**config.mk**
```make
export PLATFORM = sky130hd
export DESIGN_NAME = div_seq
export DESIGN_NICKNAME = d
export VERILOG_FILES = /design/src/rtl/div_seq_pkg.sv /design/src/rtl/div_seq.sv
export SDC_FILE = /design/constraint.sdc
export NUM_CORES = 1
export LEC_CHECK = 0
export CAP_MARGIN = 20
export CORE_ASPECT_RATIO = 0.8
export CORE_MARGIN = 1
export CORE_UTILIZATION = 55
export DETAILED_ROUTE_END_ITERATION = 6
export HOLD_SLACK_MARGIN = 0.05
export PLACE_DENSITY = 0.83
export SLEW_MARGIN = 15
export SYNTH_ARGS = -nofsm -noshare
export SYNTH_HDL_FRONTEND = slang
export SYNTH_SLANG_ARGS = --single-unit
```
**constraint.sdc**
```tcl
create_clock -name clk -period 13.5 [get_ports clk]
set_input_delay 3.375 -clock clk [delete_from_list [all_inputs] [get_ports clk]]
set_output_delay 3.375 -clock clk [all_outputs]
set_load 0.1 [all_outputs]
```
**src/rtl/div_seq_pkg.sv**
```systemverilog
// div_seq_pkg -- shared CPU defines for the sequential divider.
// Holds only the FSM state encoding and the default operand width.
package div_seq_pkg;

  localparam int unsigned DIV_DATA_W = 32;

  typedef enum logic [1:0] {
    ST_IDLE   = 2'd0,
    ST_BYZERO = 2'd1,
    ST_ON     = 2'd2,
    ST_END    = 2'd3
  } div_state_e;

endpackage

```
**src/rtl/div_seq.sv**
```systemverilog
// div_seq -- multi-cycle restoring divider (DIV / DIVU) for the execute stage.
//
// Ports:
//   clk           rising-edge clock
//   rst           asynchronous active-high reset
//   start_i       divide request, honoured only in IDLE
//   signed_div_i  1 = signed, 0 = unsigned; sampled with start_i
//   opdata1_i     dividend; sampled with start_i
//   opdata2_i     divisor; sampled with start_i
//   annul_i       cancel any in-flight divide; wins over start_i
//   result_o      {remainder, quotient}; held from END until the next END
//   ready_o       one-cycle result-valid strobe, decoded from state only
//
// Build option:
//   DIV_EARLY_EXIT_EN  when defined, |dividend| < |divisor| (divisor != 0)
//                      skips the iteration and finishes in the next cycle.
//
// state  | meaning
// IDLE   | waiting for start_i
// BYZERO | divisor was zero; result forced to 0
// ON     | one shift-subtract step per cycle, DATA_W cycles
// END    | result_o valid, ready_o high for this cycle
module div_seq
  import div_seq_pkg::*;
#(
  parameter int unsigned DATA_W = DIV_DATA_W
) (
  input  logic                  clk,
  input  logic                  rst,
  input  logic                  start_i,
  input  logic                  signed_div_i,
  input  logic [DATA_W-1:0]     opdata1_i,
  input  logic [DATA_W-1:0]     opdata2_i,
  input  logic                  annul_i,
  output logic [2*DATA_W-1:0]   result_o,
  output logic                  ready_o
);

  localparam int unsigned CNT_W = (DATA_W > 1) ? $clog2(DATA_W) : 1;
  localparam logic [CNT_W-1:0] CNT_LAST = CNT_W'(DATA_W - 1);

  div_state_e            state_q, state_d;
  logic [CNT_W-1:0]      cnt_q, cnt_d;
  logic [DATA_W-1:0]     rem_q, rem_d;     // partial remainder magnitude
  logic [DATA_W-1:0]     quo_q, quo_d;     // dividend bits shift out, quotient bits shift in
  logic [DATA_W-1:0]     dvs_q, dvs_d;     // divisor magnitude
  logic                  neg_quo_q, neg_quo_d;
  logic                  neg_rem_q, neg_rem_d;
  logic [2*DATA_W-1:0]   result_q, result_d;

  logic [DATA_W-1:0]     mag_a, mag_b;
  logic [DATA_W:0]       shifted, trial;
  logic [DATA_W-1:0]     step_rem, step_quo;
  logic [DATA_W-1:0]     rem_fix, quo_fix;

  // Operand magnitudes; in unsigned mode the raw values are already magnitudes.
  assign mag_a = (signed_div_i && opdata1_i[DATA_W-1]) ? -opdata1_i : opdata1_i;
  assign mag_b = (signed_div_i && opdata2_i[DATA_W-1]) ? -opdata2_i : opdata2_i;

  // Restoring step. The partial remainder stays below the divisor, so the
  // shifted value fits in DATA_W+1 bits and trial[DATA_W] is a clean borrow.
  assign shifted  = {rem_q, quo_q[DATA_W-1]};
  assign trial    = shifted - {1'b0, dvs_q};
  assign step_rem = trial[DATA_W] ? shifted[DATA_W-1:0] : trial[DATA_W-1:0];
  assign step_quo = {quo_q[DATA_W-2:0], ~trial[DATA_W]};

  // Sign fixup on the final step. The most negative dividend divided by -1
  // wraps back onto itself, which is the required result.
  assign quo_fix = neg_quo_q ? -step_quo : step_quo;
  assign rem_fix = neg_rem_q ? -step_rem : step_rem;

  always_ff @(posedge clk or posedge rst) begin
    if (rst) begin
      state_q   <= ST_IDLE;
      cnt_q     <= '0;
      rem_q     <= '0;
      quo_q     <= '0;
      dvs_q     <= '0;
      neg_quo_q <= 1'b0;
      neg_rem_q <= 1'b0;
      result_q  <= '0;
    end else begin
      state_q   <= state_d;
      cnt_q     <= cnt_d;
      rem_q     <= rem_d;
      quo_q     <= quo_d;
      dvs_q     <= dvs_d;
      neg_quo_q <= neg_quo_d;
      neg_rem_q <= neg_rem_d;
      result_q  <= result_d;
    end
  end

  always_comb begin
    state_d   = state_q;
    cnt_d     = cnt_q;
    rem_d     = rem_q;
    quo_d     = quo_q;
    dvs_d     = dvs_q;
    neg_quo_d = neg_quo_q;
    neg_rem_d = neg_rem_q;
    result_d  = result_q;

    if (annul_i) begin
      state_d = ST_IDLE;
      cnt_d   = '0;
    end else begin
      case (state_q)
        ST_IDLE: begin
          if (start_i) begin
            neg_quo_d = signed_div_i & (opdata1_i[DATA_W-1] ^ opdata2_i[DATA_W-1]);
            neg_rem_d = signed_div_i & opdata1_i[DATA_W-1];
            rem_d     = '0;
            quo_d     = mag_a;
            dvs_d     = mag_b;
            cnt_d     = '0;
            if (opdata2_i == '0) begin
              state_d = ST_BYZERO;
            end
`ifdef DIV_EARLY_EXIT_EN
            else if (mag_a < mag_b) begin
              // Quotient is zero and the remainder is the dividend, sign included.
              state_d  = ST_END;
              result_d = {opdata1_i, {DATA_W{1'b0}}};
            end
`endif
            else begin
              state_d = ST_ON;
            end
          end
        end
        ST_BYZERO: begin
          state_d  = ST_END;
          result_d = '0;
        end
        ST_ON: begin
          rem_d = step_rem;
          quo_d = step_quo;
          cnt_d = cnt_q + CNT_W'(1);
          if (cnt_q == CNT_LAST) begin
            state_d  = ST_END;
            cnt_d    = '0;
            result_d = {rem_fix, quo_fix};
          end
        end
        ST_END: begin
          state_d = ST_IDLE;
        end
        default: begin
          state_d = ST_IDLE;
        end
      endcase
    end
  end

  assign result_o = result_q;
  assign ready_o  = (state_q == ST_END);

endmodule

```
Word level (Yosys, flattened, before mapping)

Index checks and enable logic that the tools add are counted.

Flip-flop bits (word level): 169
Output and inout port bits: 65
Word-level logic and storage cells: 59

Multiplexer cells: 20
Eq/ne operators: 8
Reductions and logical operators: 12
Add/sub/neg operators: 6
Bitwise gates (word level): 5

Operators by type and width:

| cell                                           | count |
|---|---|
| 2-to-1 mux 32 bit                              | 7 |
| negator 32 bit                                 | 4 |
| one-hot mux 32 bit (2 select lines)            | 2 |
| one-hot mux 64 bit (2 select lines)            | 1 |
| 2-to-1 mux 64 bit                              | 1 |
| subtractor 33 x 32 -> 33 bit                   | 1 |
| zero test 32 bit                               | 1 |
| 2-to-1 mux 5 bit                               | 3 |
| one-hot mux 5 bit (2 select lines)             | 1 |
| AND reduction 3 bit                            | 3 |
| 2-to-1 mux 2 bit                               | 4 |
| one-hot mux 2 bit (4 select lines)             | 1 |
| != test 3 bit (second input constant)          | 2 |
| adder 5 x 1 -> 5 bit (second input constant)   | 1 |
| == test 5 bit (second input constant)          | 1 |
| == test 2 bit (second input constant)          | 2 |
| != test 2 bit (second input constant)          | 2 |
| AND reduction 2 bit                            | 2 |
| nonzero test 2 bit                             | 2 |
| nonzero test 3 bit                             | 1 |
| bitwise AND 1 bit                              | 2 |
| == test 2 x 1 -> 1 bit (second input constant) | 1 |
| logical AND 1 bit                              | 2 |
| zero test 2 bit                                | 1 |
| other kinds (2)                                | 3 |

Depth between registers and ports, before layout

Word-level depth: 6
Gate-level depth with buffers: 23
Gate-level depth less buffers: 21

Worst setup path before layout

Ideal clock, no wire load.

Path kind: input-to-reg
Start point: input port opdata1_i[14]
End point: register quo_q[29]
Path slack: 7.998 ns
Data arrival time: 5.366 ns
Path buffers: 0
Stages: 10
Cell sequence: or4_1 nor4_1 and3_1 nand2_1 o31ai_1 o21ai_0 xnor2_1 nor2_1 a21oi_1 o21ai_0

Longest elaborated chain between the ends: 4

RTL lines:

| item                                | line           | source |
|---|---|---|
| from (decl)                         | div_seq.sv:32  | `input logic [DATA_W-1:0] opdata1_i,` |
| negator 32 bit                      | div_seq.sv:57  | `assign mag_a = (signed_div_i && opdata1_i[DATA_W-1]) ? -opdata1_i : opdata1_i;` |
| 2-to-1 mux 32 bit                   | div_seq.sv:57  |  |
| 2-to-1 mux 32 bit                   | div_seq.sv:110 | `if (start_i) begin` |
| one-hot mux 32 bit (2 select lines) | div_seq.sv:108 | `case (state_q)` |
| to (signal assigned)                | div_seq.sv:86  | `quo_q <= quo_d;` |
| to (decl)                           | div_seq.sv:45  | `logic [DATA_W-1:0] quo_q, quo_d;` |

Every way passes these cells. The select of a mux whose other input is x is not followed.
A chain may end at the register's enable or synchronous reset.

Final worst setup path

Start point: input port opdata1_i[12]
End point: register quo_q[29]

The elaborated chain is that of the path after synthesis.

==> run metrics <==
run status finished, violations left; violations in the final reports DRC; RSZ-0062 raised after global routing no; # DRC 2; clock transition at the registers of the reported paths 0.07 ns; initial core utilization 0.5606; CTS tree yes; R2R cell count 19; # port buffers 133; Pre-antenna DRT Iters 7; clock skew 0.01130 ns; syn avg cell area 8.091 um2; Synth Flop Type dfrtp_1; Resize count post-CTS 0; GP Congestion between 0.9 and 1; DRT Wirelength 33720 um; Initial DRC Count between 1000 and 1500; Setup violations, final 0; Max Fanout on Critical Path 6; most frequent cells in the layout 244 x nand2_1, 205 x o21ai_0, 169 x dfrtp_1, 133 x clkdlybuf4s50_1, 112 x a21oi_1; post-DR vias/cell roughly 6; Root Buffer clkbuf_16; post-route ant nets 0; die area 22580 um2; Least-Margin Pin Slew 1.236 ns; Critical Path RT 13.78 ns; Clock Sinks 169; Syn Inst Count around 1500; ant diodes 0; Clock Latency Late Sink 0.44 ns; Final Cycle Share 0.4397; boundary pin count 134; Row Count 48; postcts setup bufs 0; RR Startpoint quo_q[31]; register bit total from synthesis around 170; share of synthesized flip-flops with an asynchronous set or reset 1.000; reg-to-reg critical path endpoint result_o[26]; commonest non-fill, non-tap cell in the layout nand2_1; DIE WIDTH 167.7 um; GR Overflow Total 0; clk buf depth 2; Leak approximately 6.0 nW; crit path from opdata1_i[12]; H-tree depth 4; EDFF count, synth 0; headroom to the max-slew limit 0.1703; crit end category flip-flop; Die Y about 130 um; Final nets roughly 1700; vias in the first global route 10520; Hold Buf Count CTS 0; cell taking the most area after synthesis dfrtp_1; Max Slew Vio Count 0; hold violation count in the final report 0; min-delay worst type flip-flop to flip-flop; largest net degree at the start of global routing 110; Mapped Nets ~1600; top-area cell type share of the netlist area 0.3499; core box area 21560 um2; Seq/Total Area, Yosys 0.3499; Worst EP arrival 6.22 ns; CP Launch Type input pin; CTS buffer count 17; synthesis warning total 0; FF-to-FF setup slack about 7.7 ns; Crit Path Class input pin to flip-flop; initial antenna violation count 0; GRT Total Usage 0.3054; maximum vdd ir drop 0.1527 mV; dpl hpwl 25060 um; Area growth syn-to-layout 16.97%; Area contributors post-synth dfrtp_1 35%, o21ai_0 8.5%, nand2_1 7.6%; fraction of layout cells with a size suffix above 1 0.05531; total number of vias about 11000; routed len/inst 18.07 um; Mapped Area 12090 um2; Yosys cell types 88; CP Capture Point quo_q[29]; max-capacitance violation count 0; first-pass GRT wire length 54740 um; utilization after layout 0.6558; Setup TNS Final 0 ns; post-layout min period 5.935 ns; fmax 168.5 MHz; PwrDens 245.0 nW/um2
[worst min-delay path by stage]
stage          depth (start not counted)           end          from
3_5_place_dp                           2  result_o[12]  result_o[12]
3_3_place_gp                           2  result_o[55]  result_o[55]
6_report                               2     dvs_q[22]     dvs_q[22]
2_1_floorplan                          2     dvs_q[10]     dvs_q[10]
4_1_cts                                2     dvs_q[22]     dvs_q[22]
5_1_grt                                2     dvs_q[24]     dvs_q[24]
[cell usage after synthesis (4+ instances only)]
| cell | number |
|---|---|
| a21boi_0 | 8 |
| a21o_1 | 13 |
| a21oi_1 | 112 |
| a22o_1 | 6 |
| a311oi_1 | 4 |
| a31oi_1 | 11 |
| a32oi_1 | 4 |
| and2_1 | 8 |
| and3_1 | 8 |
| buf_1 | 7 |
| buf_2 | 10 |
| buf_6 | 5 |
| clkbuf_1 | 53 |
| dfrtp_1 | 169 |
| ha_1 | 42 |
| inv_1 | 55 |
| mux2i_1 | 23 |
| nand2_1 | 244 |
| nand2b_1 | 13 |
| nand3_1 | 17 |
| nand4_1 | 8 |
| nor2_1 | 96 |
| nor2b_1 | 9 |
| nor3_1 | 30 |
| nor4_1 | 18 |
| o211ai_1 | 6 |
| o21a_1 | 4 |
| o21ai_0 | 205 |
| o21ai_1 | 15 |
| o31ai_1 | 33 |
| o41ai_1 | 9 |
| o41ai_2 | 6 |
| or2_2 | 5 |
| or3_1 | 18 |
| or4_1 | 10 |
| xnor2_1 | 65 |
| xor2_1 | 72 |
[power breakdown]
group / internal [mW] / switching [mW] / total, mW / leakage, nW
combinational: 0.574 / 1.48 / 2.05 / 3.56
sequential: 0.700 / 0.186 / 0.886 / 2.18
clock: 0.274 / 0.252 / 0.526 / 0.310
total: 1.55 / 1.92 / 3.46 / 6.04
[logic make-up after synthesis]
| logic type | Yosys count | share of synthesized area |
|---|---|---|
| AOI/OAI and AO/OA | 478 | 0.2421 |
| adders and majority gates | 43 | 0.04513 |
| DFF | 169 | 0.3499 |
| buffers and inverters | 134 | 0.04637 |
| xor gates and xnor gates | 137 | 0.09927 |
| muxes | 25 | 0.02091 |
| and+or+nand+nor | 508 | 0.1964 |
[routing by layer]
layer | up-vias | wire (um) | GRT usage
met5 | - | 0 | 0
met4 | 0 | 537 | 0.07849
met3 | 45 | 3762 | 0.06741
met2 | 574 | 13610 | 0.4262
met1 | 5365 | 15810 | 0.4719
li1 | 5477 | - | -
[stage by stage]
step / instances / power (mW) / area (um2) / setup slack, ns / hold slack, ns
after floorplan: 1494 / 2.399 / 12090 / 5.550 / 0.4498
after global placement: 1834 / 2.864 / 13500 / 7.322 / 0.4600
after detailed placement: 1834 / 2.914 / 13500 / 7.183 / 0.4699
after CTS: 1866 / 3.443 / 14140 / 7.628 / 0.4861
after global routing: 1866 / 3.659 / 14140 / 7.281 / 0.4909
final: 1866 / 3.464 / 14140 / 7.565 / 0.4769
[critical path: stages]
cell	delay [ns]
clkdlybuf4s50_1	0.50
or4_1	0.58
nor4_1	0.43
and3_1	0.32
nand2_1	0.09
o31ai_1	0.29
o21ai_0	0.18
xnor2_1	0.19
nor2_1	0.05
a21oi_1	0.13
o21ai_0	0.08
[layout make-up]
| type | instances | area (um2) |
|---|---|---|
| clock buffer | 17 | 425.4 |
| clock inverter | 15 | 215.2 |
| fill | 1779 | 7422 |
| inverter | 57 | 219.0 |
| multi-input combinational | 1191 | 7307 |
| sequential | 169 | 4229 |
| tap | 275 | 344.1 |
| timing repair buffer | 142 | 1399 |
[sequential cells by signal, indices dropped and copies added, names as in the netlist]
| register | count |
|---|---|
| rem_q | 32 |
| quo_q | 32 |
| dvs_q | 32 |
| cnt_q | 5 |
| neg_quo_q | 1 |
| state_q | 2 |
| result_o | 64 |
| neg_rem_q | 1 |
Note: power is estimated with default switching activity, not from simulation.
